`src/rtl/xlr8_ioarb_pkg.sv`:
```
// Shared types and widths for the AVR I/O bus arbiter.
package xlr8_ioarb_pkg;

  typedef enum logic [1:0] {IOARB_IDLE, IOARB_PEND, IOARB_DONE} ioarb_state_t;

  localparam int IOARB_ADR_W = 6;
  localparam int IOARB_DAT_W = 8;

endpackage

```
`src/rtl/xlr8_ioarb_starve.sv`:
```
// Starvation guard: counts CPU-blocked PEND cycles and raises cpu_stall
// until the pending secondary access has completed.
module xlr8_ioarb_starve #(
  parameter int unsigned STARVE_LIMIT = 16
) (
  input  logic clk,
  input  logic rstn,
  input  logic clken_i,
  input  logic pend_i,
  input  logic cpu_act_i,
  input  logic leave_pend_i,
  input  logic done_exit_i,
  output logic cpu_stall_o
);

  localparam logic [7:0] LIMIT_C = 8'(STARVE_LIMIT);

  logic [7:0] cnt_q, cnt_d;
  logic       stall_q, stall_d;

  // Blocked-cycle counter and sticky stall request
  always_comb begin
    cnt_d   = cnt_q;
    stall_d = stall_q;
    if (clken_i && pend_i) begin
      if (leave_pend_i) begin
        cnt_d = 8'h00;
      end else if (cpu_act_i && (cnt_q != 8'hFF)) begin
        cnt_d = cnt_q + 8'h01;
      end else begin
        cnt_d = cnt_q;
      end
    end else begin
      cnt_d = cnt_q;
    end
    // Stall is set on the edge that completes the LIMIT-th blocked cycle.
    if (done_exit_i) begin
      stall_d = 1'b0;
    end else if (cnt_d == LIMIT_C) begin
      stall_d = 1'b1;
    end else begin
      stall_d = stall_q;
    end
  end

  // Counter and stall registers
  always_ff @(posedge clk or negedge rstn) begin
    if (!rstn) begin
      cnt_q   <= 8'h00;
      stall_q <= 1'b0;
    end else begin
      cnt_q   <= cnt_d;
      stall_q <= stall_d;
    end
  end

  assign cpu_stall_o = stall_q;

endmodule

```
`src/rtl/xlr8_ioarb.sv`:
```
// CPU-priority arbiter for the AVR I/O register bus with one secondary requester.
// Optional starvation guard enabled by defining XLR8_IOARB_STARVE_EN.
module xlr8_ioarb
  import xlr8_ioarb_pkg::*;
#(
  parameter int unsigned           STARVE_LIMIT   = 16,
  parameter logic [IOARB_DAT_W-1:0] SEC_RD_DEFAULT = 8'h00
) (
  input  logic                   clk,
  input  logic                   rstn,
  input  logic                   clken,
  input  logic [IOARB_ADR_W-1:0] adr,
  input  logic [IOARB_DAT_W-1:0] dbus_in,
  input  logic                   iore,
  input  logic                   iowe,
  input  logic                   sec_req,
  input  logic                   sec_we,
  input  logic [IOARB_ADR_W-1:0] sec_adr,
  input  logic [IOARB_DAT_W-1:0] sec_wdata,
  output logic                   sec_ack,
  output logic [IOARB_DAT_W-1:0] sec_rdata,
  output logic [IOARB_ADR_W-1:0] out_adr,
  output logic [IOARB_DAT_W-1:0] out_dbus,
  output logic                   out_iore,
  output logic                   out_iowe,
  input  logic [IOARB_DAT_W-1:0] periph_dbus,
  input  logic                   periph_io_out_en,
  output logic                   cpu_stall
);

  ioarb_state_t           state_q, state_d;
  logic                   we_q, we_d;
  logic [IOARB_ADR_W-1:0] adr_q, adr_d;
  logic [IOARB_DAT_W-1:0] wdata_q, wdata_d;
  logic                   ack_q, ack_d;
  logic [IOARB_DAT_W-1:0] rdata_q, rdata_d;
  logic                   cpu_act_s;
  logic                   sec_issue_s;
  logic                   done_exit_s;

  assign cpu_act_s = iore | iowe;

  // Next-state, request latch and read-data capture
  always_comb begin
    state_d     = state_q;
    we_d        = we_q;
    adr_d       = adr_q;
    wdata_d     = wdata_q;
    ack_d       = 1'b0;
    rdata_d     = rdata_q;
    sec_issue_s = 1'b0;
    done_exit_s = 1'b0;
    case (state_q)
      IOARB_IDLE: begin
        if (clken && sec_req) begin
          we_d    = sec_we;
          adr_d   = sec_adr;
          wdata_d = sec_wdata;
          state_d = IOARB_PEND;
        end else begin
          state_d = IOARB_IDLE;
        end
      end
      IOARB_PEND: begin
        if (clken && !cpu_act_s) begin
          sec_issue_s = 1'b1;
          ack_d       = 1'b1;
          state_d     = IOARB_DONE;
          if (!we_q) begin
            rdata_d = periph_io_out_en ? periph_dbus : SEC_RD_DEFAULT;
          end else begin
            rdata_d = rdata_q;
          end
        end else begin
          state_d = IOARB_PEND;
        end
      end
      IOARB_DONE: begin
        if (clken) begin
          done_exit_s = 1'b1;
          state_d     = IOARB_IDLE;
        end else begin
          state_d = IOARB_DONE;
        end
      end
      default: state_d = IOARB_IDLE;
    endcase
  end

  // FSM and latched request registers
  always_ff @(posedge clk or negedge rstn) begin
    if (!rstn) begin
      state_q <= IOARB_IDLE;
      we_q    <= 1'b0;
      adr_q   <= 6'h00;
      wdata_q <= 8'h00;
      ack_q   <= 1'b0;
      rdata_q <= 8'h00;
    end else begin
      state_q <= state_d;
      we_q    <= we_d;
      adr_q   <= adr_d;
      wdata_q <= wdata_d;
      ack_q   <= ack_d;
      rdata_q <= rdata_d;
    end
  end

  // Bus mux: CPU wins; the secondary strobe exists only in its issue cycle
  always_comb begin
    out_adr  = adr;
    out_dbus = dbus_in;
    out_iore = 1'b0;
    out_iowe = 1'b0;
    if (cpu_act_s) begin
      out_iore = iore;
      out_iowe = iowe;
    end else if (sec_issue_s) begin
      out_adr  = adr_q;
      out_dbus = wdata_q;
      out_iore = ~we_q;
      out_iowe = we_q;
    end else begin
      out_iore = 1'b0;
      out_iowe = 1'b0;
    end
  end

  assign sec_ack   = ack_q;
  assign sec_rdata = rdata_q;

`ifdef XLR8_IOARB_STARVE_EN
  xlr8_ioarb_starve #(
    .STARVE_LIMIT(STARVE_LIMIT)
  ) u_starve (
    .clk         (clk),
    .rstn        (rstn),
    .clken_i     (clken),
    .pend_i      (state_q == IOARB_PEND),
    .cpu_act_i   (cpu_act_s),
    .leave_pend_i(sec_issue_s),
    .done_exit_i (done_exit_s),
    .cpu_stall_o (cpu_stall)
  );
`else
  logic [8:0] starve_unused_s;
  assign starve_unused_s = {done_exit_s, 8'(STARVE_LIMIT)};
  assign cpu_stall       = 1'b0;
`endif

endmodule
```
`config.mk`:
```
export PLATFORM = sky130hd
export DESIGN_NAME = xlr8_ioarb
export DESIGN_NICKNAME = d
export VERILOG_FILES = /design/src/rtl/xlr8_ioarb_pkg.sv /design/src/rtl/xlr8_ioarb_starve.sv /design/src/rtl/xlr8_ioarb.sv
export SDC_FILE = /design/constraint.sdc
export NUM_CORES = 1
export LEC_CHECK = 0
export CAP_MARGIN = 20
export CORE_ASPECT_RATIO = 0.9
export CORE_UTILIZATION = 34
export DETAILED_ROUTE_END_ITERATION = 6
export MAX_ROUTING_LAYER = met4
export PLACE_DENSITY = 0.81
export REMOVE_ABC_BUFFERS = 1
export SLEW_MARGIN = 10
export SYNTH_ARGS = -nofsm -noshare
export SYNTH_HDL_FRONTEND = slang
export SYNTH_SLANG_ARGS = --single-unit
```
`constraint.sdc`:
```
create_clock -name clk -period 1.45 [get_ports clk]
set_clock_uncertainty 0.15 [all_clocks]
set_input_delay 0.145 -clock clk [delete_from_list [all_inputs] [get_ports clk]]
set_output_delay 0.145 -clock clk [all_outputs]
set_load 0.01 [all_outputs]
```
==> results of run 1 <==
## power by group through the flow
stage / clock network (uW) / logic [uW] / registers, uW
floorplan: 0 / 486 / 1280
global placement: 0 / 1120 / 1250
detailed placement: 0 / 1170 / 1270
CTS: 486 / 1360 / 1270
global route: 513 / 1450 / 1300
finish: 464 / 1360 / 1260
## metrics by stage
| step | total power [uW] | utilization |
|---|---|---|
| after global routing | 3270 | 0.655 |
| after CTS | 3110 | 0.651 |
| after global placement | 2370 | 0.587 |
| after floorplan | 1760 | - |
| final | 3090 | 0.655 |
| after detailed placement | 2440 | 0.587 |
## how the worst max path moves through the flow
stage / startpoint / to / slack, ps / depth (start not counted)
final: state_q[1] / out_dbus[2] / -480 / 5
after global routing: state_q[1] / out_dbus[2] / -520 / 5
after CTS: state_q[1] / out_dbus[2] / -470 / 5
after detailed placement: iore / out_adr[5] / -710 / 6
after global placement: clken / out_adr[2] / -670 / 6
after floorplan: state_q[0] / adr_q[0] / -190 / 2
## critical path, stage by stage, from the launching register on
cell and delay, ps:
dfrtp_1 370, and2b_2 250, nand3_4 130, buf_12 140
mux2_2 350, buf_6 120
## per-layer routing
layer  GRT usage  up-vias  wire, um
li1            -      499         -
met1       0.219      534      1360
met2       0.312       31      1830
met3      0.0458        9       167
met4      0.0760        0        63
met5           -        -         0
## sequential cells by signal (all words and copies together) (netlist names)
register	cells
adr_q	6
sec_ack	1
sec_rdata	8
state_q	2
wdata_q	8
we_q	1
## layout by cell type, fill, tap and decap left out, drive strengths merged, types with 4 or more instances in the layout
cell type       n
nand2           9
dlygate4sd2     8
buf            32
mux2           28
clkbuf          4
dfrtp          26
mux2i           8
clkdlybuf4s50  43
inv            10
## layout make-up
cell class | count | area [um2] | area share
Clock buffer | 4 | 55.1 | 0.0242
Tap cell | 44 | 55.1 | 0.0242
Multi-Input combinational cell | 59 | 593 | 0.260
Inverter | 10 | 40.0 | 0.0176
Sequential cell | 26 | 651 | 0.286
Timing Repair Buffer | 84 | 885 | 0.388
## kinds of logic after synthesis
group,count (synthesis),share of synthesized area
and+or+nand+nor,17,0.0730
muxes,36,0.312
DFF,26,0.513
buffers and inverters,16,0.0720
other,1,0.00296
AOI/OAI and AO/OA,5,0.0276
## timing repair
action,4_1_cts,5_1_grt
endpoints found under the hold margin,0,0
gates resized for setup,113,4
endpoints found under the setup margin,38,40
cloned,2,0
pin swaps,2,0
setup buffers,4,2
==> flow_metrics.py, run 1 <==
metrics = {
    "synth": {
        "ys_seq_area_frac": 0.513,
        "synthTopCellsByArea": "dfrtp_1, mux2_2, mux2i_1",
        "synth_ff_type": "dfrtp_1",
        "async_reset_ff_frac": 1.00,
        "yosysUniqueCellTypes": 22,
        "synth_edf_count": 0,
        "synth_top_area_cell": "dfrtp_1",
        "synth_commonest_cells": "mux2_2, dfrtp_1, inv_1",
        "synth_cells": 101,
        "synthMostInstantiatedCell": "mux2_2",
        "synth_area_um2": 1270,
        "yosysWarningCount": 0,
        "ys_ff_latch": 26,
        "postSynthAreaPerCell_um2": 12.6,
        "synth_top_area_frac": 0.513,
    },
    "worst_setup_path": {
        "worstSetupStartpointType": "flop",
        "worstPathArrival_ps": 1630,
        "crit_path_max_fanout": 8,
        "r2r_setup_slack_ps": -350,
        "reg2reg_to": "wdata_q[7]",
        "r2r_cells": 6,
        "critPathKind": "reg2out",
        "critPathRequiredTime_ps": 1150,
        "cp-end-kind": "output pin",
        "r2r-start": "state_q[1]",
    },
    "floorplan": {
        "start_util": 0.365,
        "num_rows": 20,
        "die_area_um2": 3980,
        "core-area_um2": 3480,
        "die_x_um": 66.4,
        "pin_count": 70,
        "die_h_um": 60.0,
    },
    "power": {
        "clock_power_share": 0.150,
        "vdd.ir_drop.worst_v": 0.000751,
        "p_sw_uw": 893,
        "p_leak_uw": 0.00113,
        "p_per_area_nw_per_um2": 1360,
        "pwr-share-seq": 0.409,
        "internal_power_uw": 2200,
        "switching_share": 0.289,
        "combPwrFrac": 0.441,
    },
    "clocking": {
        "worstSkewPairLatency_ps": 270,
        "cts_buffers": 3,
        "cts.hold.buffers_added": 0,
        "cts.reportedPaths.clkPinSlew_ps": 90,
        "cts-root-buf": "clkbuf_8",
        "cts_sinks": 26,
        "cts_tree": "done",
        "max-clock-path-buffers": 2,
        "cts_max_level": 1,
    },
    "drt": {
        "drt-wirelength-per-cell_um": 15.1,
        "viasPerCell": 4.73,
        "route.detailed.drc": 0,
        "ant_nets": 0,
        "vias": 1073,
        "wirelength_um": 3420,
        "first_pass_iters": 3,
        "drt_iter0_markers": 47,
    },
    "placed_design": {
        "numPortBuffers": 68,
        "dpl.hpwl_um": 2370,
        "dpl_worst_slack_ps": -713,
        "dp_cells": 216,
        "place.gp.congestion": 0.755,
        "placed_area_um2": 2040,
    },
    "sta": {
        "period_needed_ps": 1930,
        "timing.fmax_ghz": 0.518,
        "hold_viol_final": 0,
        "final_max_slew_viol_count": 0,
        "whs_ps": 86.4,
        "timing.final.crit_share": 1.33,
        "fin_ws_ps": -479,
        "rsz0062_at_grt": "true",
        "setup_violations": 32,
        "tns_ps": -11400,
    },
    "worst_hold_path": {
        "hold_path_class": "in2async",
    },
    "outcome": {
        "violations": "setup timing",
        "status": "finished with violations",
    },
    "global_routing": {
        "grt_antenna_before_repair": 0,
        "grtUsageTotal": 0.188,
        "grt_overflow": 0,
        "grt_max_degree": 27,
        "grt_pass1_vias": 1136,
        "grt_pass1_wl_um": 5230,
    },
    "cells_and_area": {
        "layout.cells.non_filler": 227,
        "num-nets-final": 228,
        "finalInstanceArea_um2": 2280,
        "drive_gt1_frac": 0.383,
        "syn2layout_area_growth_pct": 79.6,
        "fillers": 267,
        "diodes": 0,
    },
    "job": {
        "cap_viol_max_count": 0,
    },
}
Power figures use the tool's default switching activity.
==> inputs of run 2 (changes only) <==
--- a/config.mk
+++ b/config.mk
@@ -9,6 +9,6 @@
 export CORE_ASPECT_RATIO = 0.9
-export CORE_UTILIZATION = 34
+export CORE_UTILIZATION = 38
 export DETAILED_ROUTE_END_ITERATION = 6
 export MAX_ROUTING_LAYER = met4
-export PLACE_DENSITY = 0.81
+export PLACE_DENSITY = 0.85
 export REMOVE_ABC_BUFFERS = 1
==> constraint.sdc (replaced) <==
create_clock -name clk -period 2.1 [get_ports clk]
set_clock_uncertainty 0.15 [all_clocks]
set_input_delay 0.42 -clock clk [delete_from_list [all_inputs] [get_ports clk]]
set_output_delay 0.42 -clock clk [all_outputs]
set_load 0.01 [all_outputs]
==> flow_metrics.py, run 2 (synthesized netlist as in run 1, its figures left out) <==
metrics = {
    "power": {
        "p_leak_uw": 0.00108,
        "vdd.ir_drop.worst_v": 0.000622,
        "finalPower_uw": 2000,
        "p_per_area_nw_per_um2": 910,
    },
    "worst_setup_path": {
        "r2r_setup_slack_ps": 430,
        "slowest_stage": "mux2_2",
        "reg2reg_to": "wdata_q[2]",
        "critPathRequiredTime_ps": 1530,
        "worstPathCellList": "dlygate4sd2_1, and2b_2, nand3_4, buf_12, mux2_2, buf_6",
        "r2r-start": "state_q[0]",
        "path_buf_inv": 3,
        "critPathKind": "in2out",
        "max_stage_delay_ps": 340,
        "worstSetupStartpointType": "input port",
        "worstPathArrival_ps": 1630,
        "critical-path-top-delay-family": "buffers and inverters",
        "r2r_cells": 4,
        "crit_path_max_fanout": 8,
        "cp-end-kind": "output pin",
    },
    "floorplan": {
        "pin_count": 70,
        "num_rows": 19,
        "die_h_um": 56.8,
        "core-area_um2": 3110,
        "start_util": 0.407,
        "die_area_um2": 3570,
        "die_x_um": 62.9,
    },
    "placed_design": {
        "numPortBuffers": 68,
        "place.gp.congestion": 0.800,
        "dpl.hpwl_um": 2250,
        "placed_area_um2": 2040,
    },
    "outcome": {
        "status": "finished with violations",
        "violations": "setup timing",
    },
    "cells_and_area": {
        "syn2layout_area_growth_pct": 73.0,
        "utilization": 0.705,
        "drive_gt1_frac": 0.354,
        "diodes": 0,
        "layout_commonest_cell": "clkdlybuf4s50_1",
        "layout_common_cells": "clkdlybuf4s50_1, dfrtp_1, mux2_2, buf_6, mux2_4",
        "num-nets-final": 224,
        "finalInstanceArea_um2": 2190,
    },
    "clocking": {
        "cts_sinks": 26,
        "cts.hold.buffers_added": 0,
        "cts.reportedPaths.clkPinSlew_ps": 80,
        "cts_tree": "done",
        "worstSkewPairLatency_ps": 260,
        "cts_buffers": 3,
        "max-clock-path-buffers": 2,
        "cts_max_level": 1,
        "cts-root-buf": "clkbuf_8",
    },
    "global_routing": {
        "grt_pass1_vias": 1145,
        "grtUsageTotal": 0.201,
        "grt_antenna_before_repair": 0,
        "grt_pass1_wl_um": 5300,
        "grt_overflow": 0,
        "grt_max_degree": 27,
    },
    "drt": {
        "drt-wirelength-per-cell_um": 14.9,
        "first_pass_iters": 3,
        "route.detailed.drc": 0,
        "wirelength_um": 3280,
        "drt_iter0_markers": 14,
        "ant_nets": 0,
        "vias": 1050,
        "viasPerCell": 4.77,
    },
    "sta": {
        "setup_violations": 14,
        "whs_ps": 359,
        "rsz0062_at_grt": "true",
        "timing.fmax_ghz": 0.454,
        "hold_viol_final": 0,
        "final_max_slew_viol_count": 0,
        "tns_ps": -1320,
        "fin_ws_ps": -102,
        "timing.final.crit_share": 1.05,
        "period_needed_ps": 2200,
    },
    "job": {
        "cap_viol_max_count": 0,
    },
    "worst_hold_path": {
        "hold_path_class": "reg2reg",
        "worstHoldEndpoint": "wdata_q[5]",
        "min_from": "wdata_q[5]",
        "hold_depth": 1,
    },
}
==> run 2: cell types whose count changed in the layout (fill, tap and decap cells not counted), moves of 2 or more <==
cell	previous run	this run
clkdlybuf4s50_1	43	49
mux2_4	14	12
buf_6	21	14
buf_4	5	9
mux2_2	14	16
dlygate4sd2_1	8	3
==> run 2: power breakdown <==
part	internal, uW	switching, uW
logic	547	298
registers	738	142
clock network	128	144
total	1410	584
==> run 2: layout make-up <==
cell class	count	area, um2
Fill cell	227	920
Timing Repair Buffer	80	826
Clock buffer	3	41.3
Multi-Input combinational cell	59	587
Sequential cell	26	651
Tap cell	42	52.6
Inverter	10	37.5
==> run 2: worst max path at each step <==
stage / from / endpoint / slack (ps) / depth (start not counted)
6_report: clken / out_dbus[5] / -100 / 6
5_1_grt: state_q[1] / out_dbus[4] / -140 / 5
3_3_place_gp: clken / out_dbus[0] / -550 / 6
4_1_cts: clken / out_dbus[7] / -90 / 6
2_1_floorplan: iore / out_iore / 240 / 3
3_5_place_dp: clken / out_dbus[0] / -620 / 6
==> run 2: per-stage QoR <==
stage / setup WS (ps) / std cells
2_1_floorplan: 243 / 95
3_3_place_gp: -552 / 214
3_5_place_dp: -623 / 214
4_1_cts: -90.7 / 220
5_1_grt: -144 / 220
6_report: -102 / 220
==> run 2: timing repair <==
item                                    4_1_cts  5_1_grt
setup buffers                                 2        0
gates cloned                                  1        0
pin swaps                                     3        1
endpoints found under the setup margin       16       16
gates resized for setup                      93        3
==> run 2: per-layer routing <==
layer	track usage	part of all wire	wire length, um
met1	0.230	0.43	1400
met2	0.361	0.50	1640
met3	0.0366	0.071	233
met4	0.0498	0.0024	8
met5	-	0	0
